<file path="config.mk">
export PLATFORM = sky130hd
export DESIGN_NAME = board_pwm
export DESIGN_NICKNAME = d
export VERILOG_FILES = /design/src/rtl/mppt_pkg.sv /design/src/rtl/strobe_sync.sv /design/src/rtl/board_pwm.sv
export SDC_FILE = /design/constraint.sdc
export NUM_CORES = 1
export LEC_CHECK = 0
export CORE_UTILIZATION = 57
export DETAILED_ROUTE_END_ITERATION = 8
export GPL_ROUTABILITY_DRIVEN = 0
export PLACE_DENSITY = 0.77
export SLEW_MARGIN = 40
export SYNTH_ARGS = -nofsm -noshare
export SYNTH_HDL_FRONTEND = slang
export SYNTH_HIERARCHICAL = 1
export SYNTH_SLANG_ARGS = --single-unit
</file>
<file path="constraint.sdc">
create_clock -name clk -period 5.95 [get_ports clk]
set_input_delay 1.19 -clock clk [delete_from_list [all_inputs] [get_ports clk]]
set_output_delay 1.19 -clock clk [all_outputs]
set_load 0.02 [all_outputs]
</file>
<file path="src/rtl/mppt_pkg.sv">
// +------------------------------------------------------------------+
// | mppt_pkg : SPI word field map, register selects, block defaults  |
// | Rev 1.0                                                          |
// +------------------------------------------------------------------+
`default_nettype none

package mppt_pkg;

  localparam int BSEL_MSB  = 15;
  localparam int BSEL_LSB  = 14;
  localparam int RSEL_MSB  = 13;
  localparam int RSEL_LSB  = 12;
  localparam int VALUE_MSB = 11;
  localparam int VALUE_LSB = 0;

  localparam int CNT_W_DEF       = 12;
  localparam int SYNC_STAGES_DEF = 2;

  typedef enum logic [1:0] {
    REG_DUTY = 2'd0,
    REG_DT   = 2'd1,
    REG_CTRL = 2'd2,
    REG_RSVD = 2'd3
  } reg_sel_e;

endpackage

`default_nettype wire

</file>
<file path="src/rtl/strobe_sync.sv">
// +------------------------------------------------------------------+
// | strobe_sync : async strobe synchroniser + rising-edge pulse      |
// | Rev 1.0                                                          |
// +------------------------------------------------------------------+
`default_nettype none

module strobe_sync
  import mppt_pkg::*;
#(
  parameter int SYNC_STAGES = SYNC_STAGES_DEF
) (
  input  logic clk,
  input  logic nreset,
  input  logic strobe,
  output logic pulse
);

  logic [SYNC_STAGES-1:0] sync_q, sync_d;
  logic                   prev_q, prev_d;

  always_comb begin
    sync_d = {sync_q[SYNC_STAGES-2:0], strobe};
    prev_d = sync_q[SYNC_STAGES-1];
  end

  always_ff @(posedge clk or negedge nreset) begin
    if (!nreset) begin
      sync_q <= '0;
      prev_q <= 1'b0;
    end else begin
      sync_q <= sync_d;
      prev_q <= prev_d;
    end
  end

  // Both terms are flop outputs, so the pulse is glitch-free for one cycle.
  assign pulse = sync_q[SYNC_STAGES-1] & ~prev_q;

endmodule

`default_nettype wire

</file>
<file path="src/rtl/board_pwm.sv">
// +------------------------------------------------------------------+
// | board_pwm : shadowed PWM with dead time, complementary gate pair |
// | Rev 1.0                                                          |
// +------------------------------------------------------------------+
`default_nettype none

module board_pwm
  import mppt_pkg::*;
#(
  parameter int CNT_W       = CNT_W_DEF,
  parameter int SYNC_STAGES = SYNC_STAGES_DEF
) (
  input  logic        clk,
  input  logic        nreset,
  input  logic [15:0] data,
  input  logic        load,
  input  logic        countglobal,
  output logic        gate_hi,
  output logic        gate_lo,
  output logic        period_start
);

  localparam logic [CNT_W-1:0] CNT_ONE = {{(CNT_W-1){1'b0}}, 1'b1};

  logic             load_pulse, cg_pulse;
  logic [CNT_W-1:0] value;
  reg_sel_e         rsel;
  logic             unused_bsel;
  logic             en_rise, wrap, raw, drive;

  logic [CNT_W-1:0] period_sh_q, period_sh_d, duty_sh_q, duty_sh_d, dt_sh_q, dt_sh_d;
  logic [CNT_W-1:0] period_act_q, period_act_d, duty_act_q, duty_act_d, dt_act_q, dt_act_d;
  logic [CNT_W-1:0] cnt_q, cnt_d, dt_cnt_q, dt_cnt_d;
  logic             enable_q, enable_d, raw_q, raw_d;
  logic             gate_hi_q, gate_hi_d, gate_lo_q, gate_lo_d;
  logic             period_start_q, period_start_d;

  strobe_sync #(.SYNC_STAGES(SYNC_STAGES)) u_sync_load (
    .clk    (clk),
    .nreset (nreset),
    .strobe (load),
    .pulse  (load_pulse)
  );

  strobe_sync #(.SYNC_STAGES(SYNC_STAGES)) u_sync_cg (
    .clk    (clk),
    .nreset (nreset),
    .strobe (countglobal),
    .pulse  (cg_pulse)
  );

  assign unused_bsel = ^data[BSEL_MSB:BSEL_LSB];

  always_comb begin
    value = CNT_W'(data[VALUE_MSB:VALUE_LSB]);
    rsel  = reg_sel_e'(data[RSEL_MSB:RSEL_LSB]);

    period_sh_d = period_sh_q;
    duty_sh_d   = duty_sh_q;
    dt_sh_d     = dt_sh_q;
    enable_d    = enable_q;

    if (cg_pulse) period_sh_d = value;
    if (load_pulse) begin
      case (rsel)
        REG_DUTY: duty_sh_d = value;
        REG_DT:   dt_sh_d   = value;
        REG_CTRL: enable_d  = data[0];
        default:  ;
      endcase
    end

    en_rise = enable_d & ~enable_q;
    wrap    = (period_act_q != '0) && (cnt_q == period_act_q);

    // Shadows are taken from the _d side so a same-cycle write lands at once.
    period_act_d = period_act_q;
    duty_act_d   = duty_act_q;
    dt_act_d     = dt_act_q;
    if (wrap || en_rise) begin
      period_act_d = period_sh_d;
      duty_act_d   = duty_sh_d;
      dt_act_d     = dt_sh_d;
    end

    if (en_rise || wrap || (period_act_q == '0)) cnt_d = '0;
    else                                        cnt_d = cnt_q + CNT_ONE;

    period_start_d = wrap;

    raw   = (cnt_q < duty_act_q);
    raw_d = en_rise ? 1'b0 : raw;

    if (en_rise)             dt_cnt_d = dt_act_d;
    else if (raw != raw_q)   dt_cnt_d = dt_act_q;
    else if (dt_cnt_q != '0) dt_cnt_d = dt_cnt_q - CNT_ONE;
    else                     dt_cnt_d = dt_cnt_q;

    // The enabling cycle itself is held low: raw still reflects the old count.
    drive     = enable_q && enable_d && (dt_cnt_d == '0);
    gate_hi_d = drive && raw;
    gate_lo_d = drive && !raw;
  end

  always_ff @(posedge clk or negedge nreset) begin
    if (!nreset) begin
      period_sh_q    <= '0;
      duty_sh_q      <= '0;
      dt_sh_q        <= '0;
      period_act_q   <= '0;
      duty_act_q     <= '0;
      dt_act_q       <= '0;
      cnt_q          <= '0;
      dt_cnt_q       <= '0;
      enable_q       <= 1'b0;
      raw_q          <= 1'b0;
      gate_hi_q      <= 1'b0;
      gate_lo_q      <= 1'b0;
      period_start_q <= 1'b0;
    end else begin
      period_sh_q    <= period_sh_d;
      duty_sh_q      <= duty_sh_d;
      dt_sh_q        <= dt_sh_d;
      period_act_q   <= period_act_d;
      duty_act_q     <= duty_act_d;
      dt_act_q       <= dt_act_d;
      cnt_q          <= cnt_d;
      dt_cnt_q       <= dt_cnt_d;
      enable_q       <= enable_d;
      raw_q          <= raw_d;
      gate_hi_q      <= gate_hi_d;
      gate_lo_q      <= gate_lo_d;
      period_start_q <= period_start_d;
    end
  end

  assign gate_hi      = gate_hi_q;
  assign gate_lo      = gate_lo_q;
  assign period_start = period_start_q;

endmodule

`default_nettype wire
</file>
* Yosys cells after proc, flatten, opt, wreduce, memory -nomap -nowiden *
Cells that the tools add are included.

storage, ports and cells
  memory bits (writable) = 0
  memories = 0
  latch bits = 0
  output and inout bits = 3
  memory bits (read-only) = 0
  input port bits = 20
  register bits = 107

operators by class
  order comparisons = 1
  shift operators = 0
  equality and inequality tests = 4
  muxes and demuxes = 13
  add/sub/neg operators = 2
  div/mod/pow operators = 0
  reduce and logical (&&, ||, !) cells = 13
  bitwise operators = 6
  $mul = 0

operator list
  kind                                                                  number
  12-bit 2-to-1 mux                                                     10
  12-bit logical NOT                                                    2
  12-bit nonzero test                                                   2
  12-bit by 1-bit adder with 12-bit output, second input constant       1
  12-bit == test                                                        1
  12-bit < comparator                                                   1
  12-bit by 1-bit subtractor with 12-bit output, second input constant  1
  1-bit logical AND                                                     5
  1-bit AND                                                             3
  1-bit 2-to-1 mux                                                      3
  1-bit inverter                                                        3
  2-bit by 1-bit == test with 1-bit output, second input constant       1
  2-bit == test, second input constant                                  1
  2-bit logical NOT                                                     1
  1-bit logical OR                                                      2
  1-bit logical NOT                                                     1
  1-bit != test                                                         1

* Depth between registers and ports, before layout *
  depth in word-level cells = 10
  gate-level depth with buffers = 10
  depth with buffers taken out = 9

* Hierarchy *
Netlist, hierarchy kept.

modules (own cells, without submodules)
  module       area an instance (um2)  cells an instance  instances  sequential area each (um2)
  board_pwm    4,964.8                 427                1          2,527.4
  strobe_sync  88.8                    4                  2          75.1

* Worst setup path after synthesis *
OpenSTA, ideal clock, no wires.

  path type = input port to flip-flop
  start point = input data[12]
  end point = register duty_act_q[10]
  cell stages on the path = 6
  data required time = 5.825 ns
  path buffers = 2
  setup time = 0.125 ns
  data arrival time = 2.732 ns
  path slack = 3.094 ns
  cell sequence = nand3b_1 -> or3b_2 -> nand2b_1 -> clkbuf_1 -> buf_2 -> mux2_2

between the ends
  word-level cells in the longest chain between the ends = 5
  elaborated cells between the ends (all ways) = 8

ends and longest elaborated chain
  item                    line              RTL
  start: declaration      board_pwm.sv:15   input logic [15:0] data,
  2-bit == test           board_pwm.sv:65   case (rsel)
  1-bit 2-to-1 mux        board_pwm.sv:65
  1-bit 2-to-1 mux        board_pwm.sv:64   if (load_pulse) begin
  1-bit AND               board_pwm.sv:73   en_rise = enable_d & ~enable_q;
  1-bit logical OR        board_pwm.sv:80   if (wrap || en_rise) begin
  end signal: assignment  board_pwm.sv:125  duty_act_q <= duty_act_d;
  end: declaration        board_pwm.sv:32   logic [CNT_W-1:0] period_act_q, period_act_d, duty_act_q, duty_act_d, dt_act_q, dt_act_d;

Parallel ways exist; a longest one is shown, timed or not.
A chain may end at the register's enable or synchronous reset.

* Final worst setup path *
  start point = input data[13]
  end point = register gate_hi_q (netlist: gate_hi)

between the ends
  word-level cells in the longest chain between the ends = 10
  elaborated cells between the ends (all ways) = 14

ends and longest elaborated chain
  item                    line              RTL
  2-bit == test           board_pwm.sv:65
  1-bit 2-to-1 mux        board_pwm.sv:65
  1-bit 2-to-1 mux        board_pwm.sv:64
  1-bit AND               board_pwm.sv:73
  1-bit logical OR        board_pwm.sv:80
  12-bit 2-to-1 mux       board_pwm.sv:80
  12-bit 2-to-1 mux       board_pwm.sv:94   if (en_rise) dt_cnt_d = dt_act_d;
  12-bit logical NOT      board_pwm.sv:100  drive = enable_q && enable_d && (dt_cnt_d == '0);
  1-bit logical AND (*)   board_pwm.sv:100
  1-bit logical AND (*)   board_pwm.sv:101  gate_hi_d = drive && raw;
  via gate_hi_d           board_pwm.sv:35   logic gate_hi_q, gate_hi_d, gate_lo_q, gate_lo_d;
  end signal: assignment  board_pwm.sv:131  gate_hi_q <= gate_hi_d;
  end: declaration        board_pwm.sv:35

The timed path passes the listed nets; every way through them passes the cells marked *.

==> results <==
- Walking the worst path, the cells encountered are clkdlybuf4s50_1 -> nand3b_1 -> mux2i_1 -> a31oi_1 -> a221o_1 -> nor4_1.
- For this run, the top clock speed supported by timing is ~290 MHz.
- For this block, the initial DRC count from the detailed router was 135.
- In this run the core area contains 34 standard-cell rows.
- Port buffering added 20 buffers.
- The maximum fanout along the worst path is 12.
- The category of the worst setup path capture point is a flip-flop.
- In this run the worst hold path is classified as flip-flop to flip-flop.
- Clock tree synthesis inserted a total of 9 buffers.
- The data arrival at the endpoint of the critical path is approximately 3.8 ns.
- The die is roughly 97 um wide.
- Setup repair after global routing left no endpoint under its margin.
- The post-synth net total is 469.
- The cell area after layout is about 5600 um2.
- STA puts the critical path data required time at around 6.2 ns.
- The clock edge transition at the registers on the reported setup and hold paths is around 0.1 ns.
- The insertion delay of the later-clocked pin in the worst-skew pair is around 0.37 ns.
- The number of iterations in the first detailed-routing pass is 4.
- The worst path uses 58.9% of the clock period.
- The count of different cell masters after synthesis is 52.
- Global routing consumed, over all layers together, between 20% and 30% of the routing resources.
- The area of the core is 8720 um2.
- Measured against its own limit, the worst slew margin works out to a little under two fifths.
- The total number of yosys warnings is 6.
- The first global-routing pass estimated about 17000 um of wire.
- Leaving out fill and tap cells, the most frequent cells in the layout are sky130_fd_sc_hd__dfrtp_1, sky130_fd_sc_hd__mux2_2, sky130_fd_sc_hd__nor2_1, sky130_fd_sc_hd__inv_1.
- The HPWL after detailed placement is 7060 um.
- During I/O placement, the number of pins put on the boundary was 23.
- The remaining design rule violation count is 0.
- After the last flow step, the layout net total stands at between 400 and 500.
- The initial antenna violation count came to 0.
- Once the floorplan was initialized, standard cells occupied between 50% and 60% of the core.
- Buffers added to address setup during post-CTS repair amount to 0.
- The stage delay of the slowest cell on the critical path is ~0.65 ns.
- TritonCTS built the clock tree.
- For this run, the register share of the synthesized area comes to 52.1%.
- The main flop type after synthesis is sky130_fd_sc_hd__dfrtp_1.
- The routed design has ~9800 um of wire.
- Summing all placed instances gives a cell area of about 5400 um2.
- The final critical-path setup slack is 2.44 ns.
- The mapped cell area is 5140 um2.
- For this run the aggregate overflow at the end of global routing stands at 0.
- The maximum clock path buffer count is 2.
- Cells fill approximately 65% of the core in the end.
- The post-detailed-route via-to-cell ratio is slightly below 6.
- Once detail routing completed, the nets flagged for antenna violations numbered 0.
- The worst slack at placement is about 2 ns.
- The largest total area in the synthesized netlist belongs to sky130_fd_sc_hd__dfrtp_1.
- The count of hold-fix buffers inserted at cts is 0.
- The total number of H-tree levels is 3.
- The most common library cell in the layout ignoring fill and taps is sky130_fd_sc_hd__dfrtp_1.
- The number of global-route vias before repair is around 3.4k.
- Post-CTS repair changed the size of 0 cells.
- The TritonCTS sink count is 107.
- The maximum clock skew at final layout is slightly below 0.006 ns.
- In the final layout, the share of cells above drive strength 1 is approximately 22%.
- Detailed routing inserted a total of 3320 vias.
- The maximum number of pins on one net before global-route repair is 70.
- STA classifies the critical path startpoint as a primary input.
- The max-slew violation count came to 0.
- The area share of the largest cell type after synthesis is 52.1%.
- The static leakage is approximately 0.0025 uW.
- For the pin with the worst max-slew slack, the measured transition is a little over 0.9 ns.
- The top cell family by delay on the critical path is simple AND/OR/NAND/NOR gates.
- Max-cap violations in this run came to 0.
- The gate count after technology mapping is 435.
- The run finished with clean final reports.
- After synthesis, the cell types taking the most area are sky130_fd_sc_hd__dfrtp_1, sky130_fd_sc_hd__mux2_2, sky130_fd_sc_hd__mux2i_1.
- The power per unit of standard cell area is around 460 nW/um2.
- After layout, the design draws a total of 2590 uW.
- The antenna diode count is 0.
- The fraction of registers with async set or reset after synthesis is 100%.
- Subtracting the final worst setup slack from the clock period gives ~3.5 ns.
- VDD sags by at most 0.235 mV.
- The vertical die dimension is a little under 100 um.
- Together, buffers and inverters on the worst path number 1.
- The post-synthesis average cell area is 11.8 um2.
- The setup TNS after final layout is 0 ns.
- After detailed routing, the average wire length per cell comes to roughly 17 um.
- The tree is rooted in a sky130_fd_sc_hd__clkbuf_8.
- The setup path with the least slack is of type primary input to flip-flop.
- The synthesized design contains 0 enable-type register cells.
- The count of endpoints failing hold in the final timing report came to 0.
- The number of flip-flops and latches in the synthesized netlist is ~110.
- The die outline area is approximately 9400 um2.
- The slowest stage cell on the critical path is sky130_fd_sc_hd__nand3b_1.
- The setup-violating endpoint count in the final report is 0.
- The area growth from synthesis to final layout is 9.81%.
Yosys cell counts, types with 3 or more instances:
cell,instances
sky130_fd_sc_hd__nand3b_1,3
sky130_fd_sc_hd__xnor2_1,15
sky130_fd_sc_hd__a31oi_1,3
sky130_fd_sc_hd__nand2_1,19
sky130_fd_sc_hd__dfrtp_1,107
sky130_fd_sc_hd__and3_1,5
sky130_fd_sc_hd__nand3_1,11
sky130_fd_sc_hd__clkbuf_1,7
sky130_fd_sc_hd__xor2_1,9
sky130_fd_sc_hd__ha_1,14
sky130_fd_sc_hd__a21oi_1,19
sky130_fd_sc_hd__and2_1,3
sky130_fd_sc_hd__mux2_2,62
sky130_fd_sc_hd__nor3_1,3
sky130_fd_sc_hd__o211ai_1,3
sky130_fd_sc_hd__inv_1,22
sky130_fd_sc_hd__a211oi_1,3
sky130_fd_sc_hd__o21ai_0,11
sky130_fd_sc_hd__or3_1,4
sky130_fd_sc_hd__buf_2,3
sky130_fd_sc_hd__mux2i_1,19
sky130_fd_sc_hd__nor2_1,34
sky130_fd_sc_hd__nand4_1,6
sky130_fd_sc_hd__nor4_1,6
cell families (layout without fill, tap and decap cells):
group / count (synthesis) / after routing / share of synthesized area, %
buffers and inverters: 36 / 60 / 2.99
and+or+nand+nor: 114 / 114 / 12.2
AOI/OAI and AO/OA: 58 / 58 / 7.66
DFF: 107 / 107 / 52.1
muxes: 82 / 82 / 17.6
xor gates and xnor gates: 24 / 24 / 4.09
adders and majority gates: 14 / 14 / 3.41
through the flow:
step                      std cells  hold slack (ns)
after floorplan                 435            0.331
after global placement          551            0.333
after detailed placement        551            0.338
after CTS                       567            0.365
after global routing            567            0.368
final                           567            0.360
state kept, by name (all words and copies together), names as in the netlist, 2 cells and up:
register and flops:
cnt_q 12, duty_act_q 12, u_sync_load/sync_q 2, dt_cnt_q 12
duty_sh_q 12, period_act_q 12, period_sh_q 12, u_sync_cg/sync_q 2
dt_sh_q 12, dt_act_q 12
where the power goes:
group	internal [uW]	leakage [uW]	switching, uW
clock	164	0.0000993	265
combinational	472	0.00112	511
sequential	965	0.00130	211
total	1600	0.00252	986
per-layer routing:
| metal | GRT usage, % | up-vias | wire (um) | share of wire [%] |
|---|---|---|---|---|
| met5 | 0 | - | 0 | 0 |
| met4 | 6.54 | 0 | 174 | 1.8 |
| met3 | 3.90 | 18 | 233 | 2.4 |
| met2 | 37.6 | 55 | 4890 | 50 |
| met1 | 32.6 | 1667 | 4530 | 46 |
| li1 | - | 1580 | - | - |
path summary, 6_finish.rpt:
path	startpoint	to	slack, ns	cells after the start
max reg2reg	cnt_q[9]$_DFF_PN0_	gate_hi$_DFF_PN0_	2.74	8
min	u_sync_cg/sync_q[0]$_DFF_PN0_	u_sync_cg/sync_q[1]$_DFF_PN0_	0.36	0
min in group asynchronous	nreset	dt_sh_q[3]$_DFF_PN0_	0.77	1
max	data[13]	gate_hi$_DFF_PN0_	2.44	6
min reg2reg	u_sync_cg/sync_q[0]$_DFF_PN0_	u_sync_cg/sync_q[1]$_DFF_PN0_	0.36	0
max in group asynchronous	nreset	period_act_q[0]$_DFFE_PN0N_	4.24	2
layout make-up:
class	instances	area [um2]
clock buffers	9	124
clock inverters	7	68.8
fillers	675	3070
inverters	22	82.6
multi-input cells	292	2340
flip-flops and latches	107	2680
well taps	108	135
repair buffers	22	216
Note: power is estimated with default switching activity, not from simulation.
